$ cat src/rtl/rst_seq_ctrl.sv
// rst_seq_ctrl: board-level reset sequencer.
// Combines the power-on reset, PLL lock and a debounced reset button into staged
// active-low resets. Stage 0 (peripherals) is released first and stage NumStages-1
// (core) last. The cause of the most recent abort is recorded.
//
// Optional feature: define RST_SEQ_WDT_EN to build a watchdog that aborts the
// sequence (cause 2'b11) when RUN lasts WdtCycles-1 cycles without a wdt_kick_i pulse.
//
// Ports:
//   clk_sys_i     system clock
//   rst_sys_ni    asynchronous active-low reset
//   pll_locked_i  PLL lock (asynchronous, high = locked)
//   btn_rst_i     raw reset button (asynchronous, high = pressed)
//   wdt_kick_i    watchdog kick pulse (synchronous)
//   rst_stage_no  per-stage active-low resets (flop outputs)
//   seq_busy_o    high whenever the sequencer is not in RUN
//   rst_cause_o   last abort cause: 00 power-on, 01 button, 10 PLL loss, 11 watchdog
module rst_seq_ctrl #(
  parameter int unsigned DebounceCycles = 50000,
  parameter int unsigned StretchCycles  = 16,
  parameter int unsigned StageGap       = 8,
  parameter int unsigned NumStages      = 3,
  parameter int unsigned WdtCycles      = 1048576
) (
  input  logic                 clk_sys_i,
  input  logic                 rst_sys_ni,
  input  logic                 pll_locked_i,
  input  logic                 btn_rst_i,
  input  logic                 wdt_kick_i,
  output logic [NumStages-1:0] rst_stage_no,
  output logic                 seq_busy_o,
  output logic [1:0]           rst_cause_o
);

  localparam int unsigned DebW   = $clog2(DebounceCycles) + 1;
  localparam int unsigned SeqMax = (StretchCycles > StageGap) ? StretchCycles : StageGap;
  localparam int unsigned SeqW   = $clog2(SeqMax) + 1;

  typedef enum logic [1:0] {StHold, StStretch, StRelease, StRun} state_e;

  state_e                state_q, state_d;
  logic [1:0]            pll_sync_q, btn_sync_q;
  logic                  btn_deb_q, btn_deb_d;
  logic [DebW-1:0]       deb_cnt_q, deb_cnt_d;
  logic [SeqW-1:0]       seq_cnt_q, seq_cnt_d;
  logic [NumStages-1:0]  stage_q, stage_d;
  logic                  busy_q, busy_d;
  logic [1:0]            cause_q, cause_d;
  logic                  pll_ok, wdt_timeout, abort;

  assign pll_ok = pll_sync_q[1];

  // Debounce: count consecutive mismatches between the synchronized button and the
  // accepted level; any match restarts the count.
  always_comb begin
    btn_deb_d = btn_deb_q;
    deb_cnt_d = '0;
    if (btn_sync_q[1] != btn_deb_q) begin
      if (deb_cnt_q == DebW'(DebounceCycles - 1)) begin
        btn_deb_d = ~btn_deb_q;
      end else begin
        deb_cnt_d = deb_cnt_q + 1'b1;
      end
    end
  end

`ifdef RST_SEQ_WDT_EN
  localparam int unsigned WdtW = $clog2(WdtCycles) + 1;
  logic [WdtW-1:0] wdt_cnt_q, wdt_cnt_d;

  assign wdt_timeout = (wdt_cnt_q == WdtW'(WdtCycles - 1));

  always_comb begin
    wdt_cnt_d = '0;
    if ((state_q == StRun) && !wdt_kick_i && !wdt_timeout) begin
      wdt_cnt_d = wdt_cnt_q + 1'b1;
    end
  end

  always_ff @(posedge clk_sys_i or negedge rst_sys_ni) begin
    if (!rst_sys_ni) begin
      wdt_cnt_q <= '0;
    end else begin
      wdt_cnt_q <= wdt_cnt_d;
    end
  end
`else
  logic unused_wdt_kick;
  assign unused_wdt_kick = wdt_kick_i;
  assign wdt_timeout     = 1'b0;
`endif

  assign abort = !pll_ok || btn_deb_q || wdt_timeout;

  always_comb begin
    state_d   = state_q;
    seq_cnt_d = seq_cnt_q;
    stage_d   = stage_q;
    cause_d   = cause_q;
    unique case (state_q)
      StHold: begin
        stage_d   = '0;
        seq_cnt_d = '0;
        if (pll_ok && !btn_deb_q) begin
          state_d = StStretch;
        end
      end
      StStretch: begin
        if (seq_cnt_q == SeqW'(StretchCycles - 1)) begin
          // Entry into RELEASE frees stage 0 on the same edge.
          seq_cnt_d = '0;
          stage_d   = (stage_q << 1) | NumStages'(1);
          state_d   = (&stage_d) ? StRun : StRelease;
        end else begin
          seq_cnt_d = seq_cnt_q + 1'b1;
        end
      end
      StRelease: begin
        if (seq_cnt_q == SeqW'(StageGap - 1)) begin
          seq_cnt_d = '0;
          stage_d   = (stage_q << 1) | NumStages'(1);
          state_d   = (&stage_d) ? StRun : StRelease;
        end else begin
          seq_cnt_d = seq_cnt_q + 1'b1;
        end
      end
      StRun: state_d = StRun;
      default: state_d = StHold;
    endcase

    if ((state_q != StHold) && abort) begin
      state_d   = StHold;
      stage_d   = '0;
      seq_cnt_d = '0;
      cause_d   = !pll_ok ? 2'b10 : (wdt_timeout ? 2'b11 : 2'b01);
    end

    busy_d = (state_d != StRun);
  end

  always_ff @(posedge clk_sys_i or negedge rst_sys_ni) begin
    if (!rst_sys_ni) begin
      pll_sync_q <= '0;
      btn_sync_q <= '0;
      btn_deb_q  <= 1'b0;
      deb_cnt_q  <= '0;
      state_q    <= StHold;
      seq_cnt_q  <= '0;
      stage_q    <= '0;
      busy_q     <= 1'b1;
      cause_q    <= 2'b00;
    end else begin
      pll_sync_q <= {pll_sync_q[0], pll_locked_i};
      btn_sync_q <= {btn_sync_q[0], btn_rst_i};
      btn_deb_q  <= btn_deb_d;
      deb_cnt_q  <= deb_cnt_d;
      state_q    <= state_d;
      seq_cnt_q  <= seq_cnt_d;
      stage_q    <= stage_d;
      busy_q     <= busy_d;
      cause_q    <= cause_d;
    end
  end

  assign rst_stage_no = stage_q;
  assign seq_busy_o   = busy_q;
  assign rst_cause_o  = cause_q;

endmodule

$ cat config.mk
export PLATFORM = sky130hd
export DESIGN_NAME = rst_seq_ctrl
export DESIGN_NICKNAME = d
export VERILOG_FILES = /design/src/rtl/rst_seq_ctrl.sv
export SDC_FILE = /design/constraint.sdc
export NUM_CORES = 1
export LEC_CHECK = 0
export ABC_AREA = 1
export BUFFER_PORTS_ARGS = -buffer_cell sky130_fd_sc_hd__buf_2
export CAP_MARGIN = 20
export CELL_PAD_IN_SITES_DETAIL_PLACEMENT = 1
export CELL_PAD_IN_SITES_GLOBAL_PLACEMENT = 1
export CORE_ASPECT_RATIO = 1.75
export CORE_MARGIN = 2
export CORE_UTILIZATION = 41
export DETAILED_ROUTE_END_ITERATION = 6
export GPL_TIMING_DRIVEN = 1
export PLACE_DENSITY = 0.81
export SETUP_SLACK_MARGIN = 0.3
export SLEW_MARGIN = 10
export SYNTH_ARGS = -nofsm -noshare
export SYNTH_HDL_FRONTEND = slang
export SYNTH_SLANG_ARGS = --single-unit
$ cat constraint.sdc
create_clock -name clk_sys_i -period 1.5 [get_ports clk_sys_i]
set_clock_uncertainty 0.1 [all_clocks]
set_input_delay 0.15 -clock clk_sys_i [delete_from_list [all_inputs] [get_ports clk_sys_i]]
set_output_delay 0.15 -clock clk_sys_i [all_outputs]
set_load 0.01 [all_outputs]
# == Yosys cells after proc, flatten, opt, wreduce, memory -nomap -nowiden ==
# Index checks and enable logic that the tools add are counted.
# totals
regBits,35
latchBits,0
mem_bits_rw,0
rom_bits,0
input_bits,5
output_inout_bits,6
mem_count,0
# op_classes
addsub,2
multipliers,0
div,0
order_cmp,0
eq_ne,10
shifts,0
mux,17
n_bitwise,1
reduce_logical,11
# op_table
op,n
$mux W17,2
$add A17 B1 Y17 const B,1
$eq A17 B16 Y1 const B,1
$mux W5,3
$pmux W5 S3,1
$mux W2,5
$mux W3,3
$pmux W3 S3,1
$pmux W2 S4,1
$ne A3 B3 Y1 const B,2
$add A5 B1 Y5 const B,1
$eq A5 B3 Y1 const B,1
$eq A5 B4 Y1 const B,1
$eq A2 B2 Y1 const B,2
$reduce_and A2 Y1,2
$reduce_bool A4 Y1,1
$reduce_and A3 Y1,1
$eq A2 B1 Y1 const B,1
$logic_and A1 B1 Y1,2
$logic_not A1 Y1,2
$logic_not A2 Y1,1
$ne A2 B2 Y1 const B,1
$reduce_bool A2 Y1,1
$logic_or A1 B1 Y1,1
3 further kinds,3

# == Logic depth before layout (Yosys ltp) ==
# logic_depth
ltp_word,6
depth_mapped,9
depth_no_buf,9

# == Least setup slack after synthesis ==
# Ideal clock, no wire load.
# synth_timing
path_kind,reg-to-reg
start,reg seq_cnt_q[0]
end,reg stage_q[1] (netlist: rst_stage_no[1])
setup_ns,0.076
t_arrival_ns,1.385
slack_ns,-0.061
stages_incl_launch_ff,10
n_path_buf,0
cell_sequence,dfrtp_1 > ha_1 > nand2_1 > nor2_1 > ha_1 > nor2_1 > inv_1 > nand3_1 > nand3_1 > o21ai_1
# synth_via
elab_chain_cells,3
# synth_rtl
item,line_no,text
from (decl),45,"logic [SeqW-1:0] seq_cnt_q, seq_cnt_d;"
from (signal assigned),158,seq_cnt_q <= seq_cnt_d;
$eq A5 B3 Y1 or $eq A5 B4 Y1 (tied branches),"119, 109",
$ne A3 B3 Y1 (no line),--,
$reduce_and A3 Y1 (no line) (*),--,
to (signal assigned),159,stage_q <= stage_d;
to (decl),46,"logic [NumStages-1:0] stage_q, stage_d;"
# Every way passes the cells marked *; elsewhere a longest branch is shown, timed or not.
# A chain may end at the register's enable or synchronous reset.

# == Worst setup path after layout ==
# layout_timing
start,reg state_q[1]
end,reg seq_cnt_q[0]
# layout_via
elab_chain_cells,3
# layout_rtl
item,line_no,text
from (decl),41,"state_e state_q, state_d;"
from (signal assigned),147,state_q <= StHold;
from (signal assigned),157,state_q <= state_d;
$eq A2 B2 Y1 (tied with other cells),100,unique case (state_q)
$pmux W5 S3 or $logic_and A1 B1 Y1 (tied branches),"100, 131",
$mux W5 or $reduce_bool A4 Y1 (tied branches),--,
# Several ways; a longest one is shown, not always the timed one.

==> results.md <==
Critical path:
- The category of cells accounting for the largest share of critical-path delay is flip-flops.
- The delay of the slowest cell on the worst path is 380 ps.
- The worst endpoint data arrival time is 1730 ps.
- The setup check on the worst reg-to-reg path leaves a slack of -110 ps.
- The slowest library cell on the worst path is dfrtp_1.
- Data on the critical path is required at its endpoint by 1630 ps.
- In this run the critical register-to-register path is captured at seq_cnt_q[0].
- The number of cells on the worst reg-to-reg path is 8.
- Walking the worst path, the cells encountered are inv_1 -> ha_2 -> inv_1 -> nor2_4 -> inv_4 -> nand2_2 -> nand2_2 -> mux2i_1.
- The nature of the critical path startpoint is a register.
- The number of buffer and inverter instances along the worst setup path is 3.
- In this run the worst path has a maximum fanout of 4.
- The critical path in this run is classified as register to register.
- The worst register-to-register path begins at state_q[1].
- STA classifies the critical path endpoint as a register.

Placed design:
- During placement, the flow inserted port buffers numbering 9.
- Before CTS, the worst setup slack after placement is -84.2 ps.
- Detailed placement finished with a half-perimeter wire length of 3850 um.
- Counting tap cells, the placed design contains a total of 312 instances.
- At the end of routability-driven placement, the weighted congestion stood at 0.812.

Pwr:
- After layout, the design draws a total of 3.30 mW.
- The worst-case IR drop observed on VDD is 903 uV.
- The cell leakage power is 1.26 nW.
- The areal power density over the cells is 1150 mW/mm^2.

Route:
- The total DRC errors in the routed layout is 0.
- The per-cell routed wire length is 18.9 um.
- Detailed routing inserted a total of 1811 vias.
- The number of detailed-route iterations in the first pass is 4.
- For this block, the routed nets add up to 6470 um of wire.
- Once detail routing completed, the nets flagged for antenna violations numbered 0.
- The detailed-route vias per instance is 5.30.
- The DRC marker count from the first detailed-route iteration is 33.

Timing:
- For the pin with the worst max-slew slack, the measured transition is 485 ps.
- Setup repair after global routing could not meet its margin everywhere.
- The total count of max-transition violations in the final report is 0.
- In the finished design, the share of the clock period the worst path needs comes to 107%.
- The relative max-transition margin is 67.6%.
- Across all hold checks on the routed design, the worst slack comes to 236 ps.
- Setup violations remaining at the end of the flow were counted as 7.
- The routed design could run at a clock period as short as 1610 ps.
- The setup TNS after final layout is -494 ps.
- Across all setup checks in the final design, the least slack found is -108 ps.
- The final hold violation count is 0.
- Timing would allow up to 622 MHz.

CTS:
- The source-to-sink clock delay at the later pin of the worst-skew pair is 300 ps.
- The CTS tree is yes.
- Clock-pin slew was measured on the worst setup and hold paths at 80 ps.
- The deepest level of the CTS H-tree is 2.
- For this design, the sink count on the clock tree is 35.
- The number of clock buffers added by TritonCTS is 5.
- The tree is rooted in a clkbuf_8.
- In this run the deepest clock path goes through 2 buffers.

Global route:
- Global routing consumed, on the met1 layer, 21.2% of the routing resources.
- The via count of the first global-routing pass is 2048.
- Global routing consumed, over all layers together, 23.6% of the routing resources.
- After global routing, the most crowded layer is met2.
- In the global route stage, met3 resource usage came out at 2.74%.
- After global routing the overflow that remains totals 0.
- Entering global routing, the biggest net connects 19 pins.
- The number of antenna violations at the first check in global routing came to 0.
- The global routing usage on met2 is 48.8%.
- The first-pass GRT wire length is 9580 um.

Logic synthesis:
- The number of flip-flops and latches in the synthesized netlist is 35.
- The count of cell types in the netlist is 26.
- The synthesized area per cell is 8.08 sq um.
- The cell count after synthesis is 240.
- The warning count from the yosys run is 0.
- When the netlist entered floorplanning its net count stood at 254.
- The combined area of all synthesized cells is 0.00194 sq mm.
- The share of the yosys chip area belonging to registers is 45.3%.

Layout:
- The proportion of layout cells with a drive suffix above 1 is 49.0%.
- The area growth from synthesis to final layout is 47.8%.
- The repair_antennas step left the layout with diodes totalling 0.
- For this run, the number of standard cells in the final layout without fillers is 342.
- For this run, the post-layout net count is 303.

Floorplan:
- The initial core utilization is 41.9%.
- The region available for standard cell placement spans 0.00462 sq mm.
- The count of pins on the block boundary is 11.
- The die covers 0.00532 sq mm.
- After floorplanning, the core was divided into 33 placement rows.
- The overall die height is 95.0 um.
- The die outline width is 56.0 um.

Run status:
- The checks that failed: setup timing.
- The run finished, with violations left.

Hold path:
- The path class of the lowest-slack min-delay path is input port to asynchronous set/reset pin.

Flow run:
- Across the run, the number of max-cap violations was 0.
## metrics by stage
stage,cell area (sq um),utilization (%)
2_1_floorplan,2000,-
3_3_place_gp,2200,47.7
3_5_place_dp,2200,47.7
4_1_cts,2610,56.5
5_1_grt,2860,61.9
6_report,2860,61.9
## cells in the final DEF (no fill, tap or decap), drive strengths merged
| master | count |
|---|---|
| nand2 | 51 |
| nor2 | 49 |
| buf | 39 |
| inv | 36 |
| dfrtp | 34 |
| nand3 | 21 |
| o21ai | 12 |
| ha | 9 |
| xor2 | 8 |
| clkbuf | 6 |
| nand4 | 4 |
| a21oi | 4 |
| o22ai | 3 |
| dlygate4sd3 | 3 |
| o21bai | 2 |
| clkinv | 2 |
| nor3 | 1 |
| and3 | 1 |
| xnor2 | 1 |
| nor3b | 1 |
| mux2i | 1 |
| bufinv | 1 |
| dfstp | 1 |
## registers in the layout, summed over array words and instances (netlist names)
register	flops
state_q	2
rst_stage_no	3
seq_busy_o	1
pll_sync_q	2
btn_deb_q	1
deb_cnt_q	17
seq_cnt_q	5
btn_sync_q	2
rst_cause_o	2
## power breakdown
part / leakage (nW) / internal [mW] / total [mW] / switching [mW]
logic: 0.741 / 0.528 / 1.23 / 0.705
registers: 0.456 / 1.05 / 1.16 / 0.119
clock network: 0.0612 / 0.538 / 0.903 / 0.365
total: 1.26 / 2.11 / 3.30 / 1.19
## worst register-to-register path: stages (launching register included)
cell and delay [ps]:
dfrtp_1 380, inv_1 140, ha_2 260, inv_1 100, nor2_4 200, inv_4 70, nand2_2 90, nand2_2 70
mux2i_1 130
## worst max path at each step
stage | from | to | cells after the start | slack [ps]
after global placement | state_q[0] | seq_cnt_q[1] | 5 | -40
after floorplan | seq_cnt_q[0] | seq_busy_o | 9 | 80
final | state_q[1] | seq_cnt_q[0] | 8 | -110
after global routing | state_q[1] | rst_stage_no[0] | 8 | -190
after detailed placement | state_q[0] | seq_cnt_q[2] | 5 | -80
after CTS | seq_cnt_q[0] | seq_cnt_q[0] | 9 | -30
## cell type report
type | count | area [sq um]
Clock buffer | 6 | 82.6
Clock inverter | 2 | 35.0
Fill cell | 534 | 1760
Inverter | 37 | 156
Multi-Input combinational cell | 168 | 1290
Sequential cell | 35 | 886
Tap cell | 52 | 65.1
Timing Repair Buffer | 42 | 347
## metal layers
metal / vias up / part of all wire (%)
met5: - / 0
met4: 0 / 3.5
met3: 17 / 1.5
met2: 28 / 62
met1: 923 / 33
li1: 843 / -
## cell usage after synthesis
| library cell | number | area, sq um |
|---|---|---|
| nor2_4 | 3 | 33.8 |
| nand2_4 | 1 | 11.3 |
| o21ai_1 | 6 | 30.0 |
| dfstp_2 | 1 | 26.3 |
| nand4_1 | 4 | 25.0 |
| nand3_2 | 3 | 30.0 |
| inv_1 | 33 | 124 |
| dfrtp_1 | 34 | 851 |
| o22ai_1 | 3 | 18.8 |
| o21bai_1 | 2 | 15.0 |
| xor2_1 | 7 | 61.3 |
| nor3_1 | 1 | 5.00 |
| inv_2 | 4 | 15.0 |
| a21oi_1 | 4 | 20.0 |
| nor2_2 | 6 | 37.5 |
| nand2_2 | 4 | 25.0 |
| mux2i_1 | 1 | 10.0 |
| nor3b_2 | 1 | 12.5 |
| o21ai_0 | 6 | 30.0 |
| and3_1 | 1 | 6.26 |
| ha_1 | 9 | 113 |
| nor2_1 | 40 | 150 |
| nand2_1 | 46 | 173 |
| nand3_1 | 18 | 90.1 |
| xor2_2 | 1 | 16.3 |
| xnor2_1 | 1 | 8.76 |
## cells by family (layout without fill, tap and decap cells)
logic type | Yosys count | in the layout | synth area share (%)
AOI/OAI and AO/OA | 21 | 21 | 5.87
xor gates and xnor gates | 9 | 9 | 4.45
adders and majority gates | 9 | 9 | 5.81
buffers and inverters | 37 | 87 | 7.17
DFF | 35 | 35 | 45.3
muxes | 1 | 1 | 0.516
and+or+nand+nor | 128 | 128 | 30.9
## timing repair
action	in CTS	in global routing
hold endpoints to repair	18	0
gates cloned	0	0
buffers inserted	9	10
pin swaps	14	24
endpoints found under the setup margin	31	32
gates resized for setup	47	52
hold buffers	3	0
No activity file was read; power rests on OpenSTA's default activity.
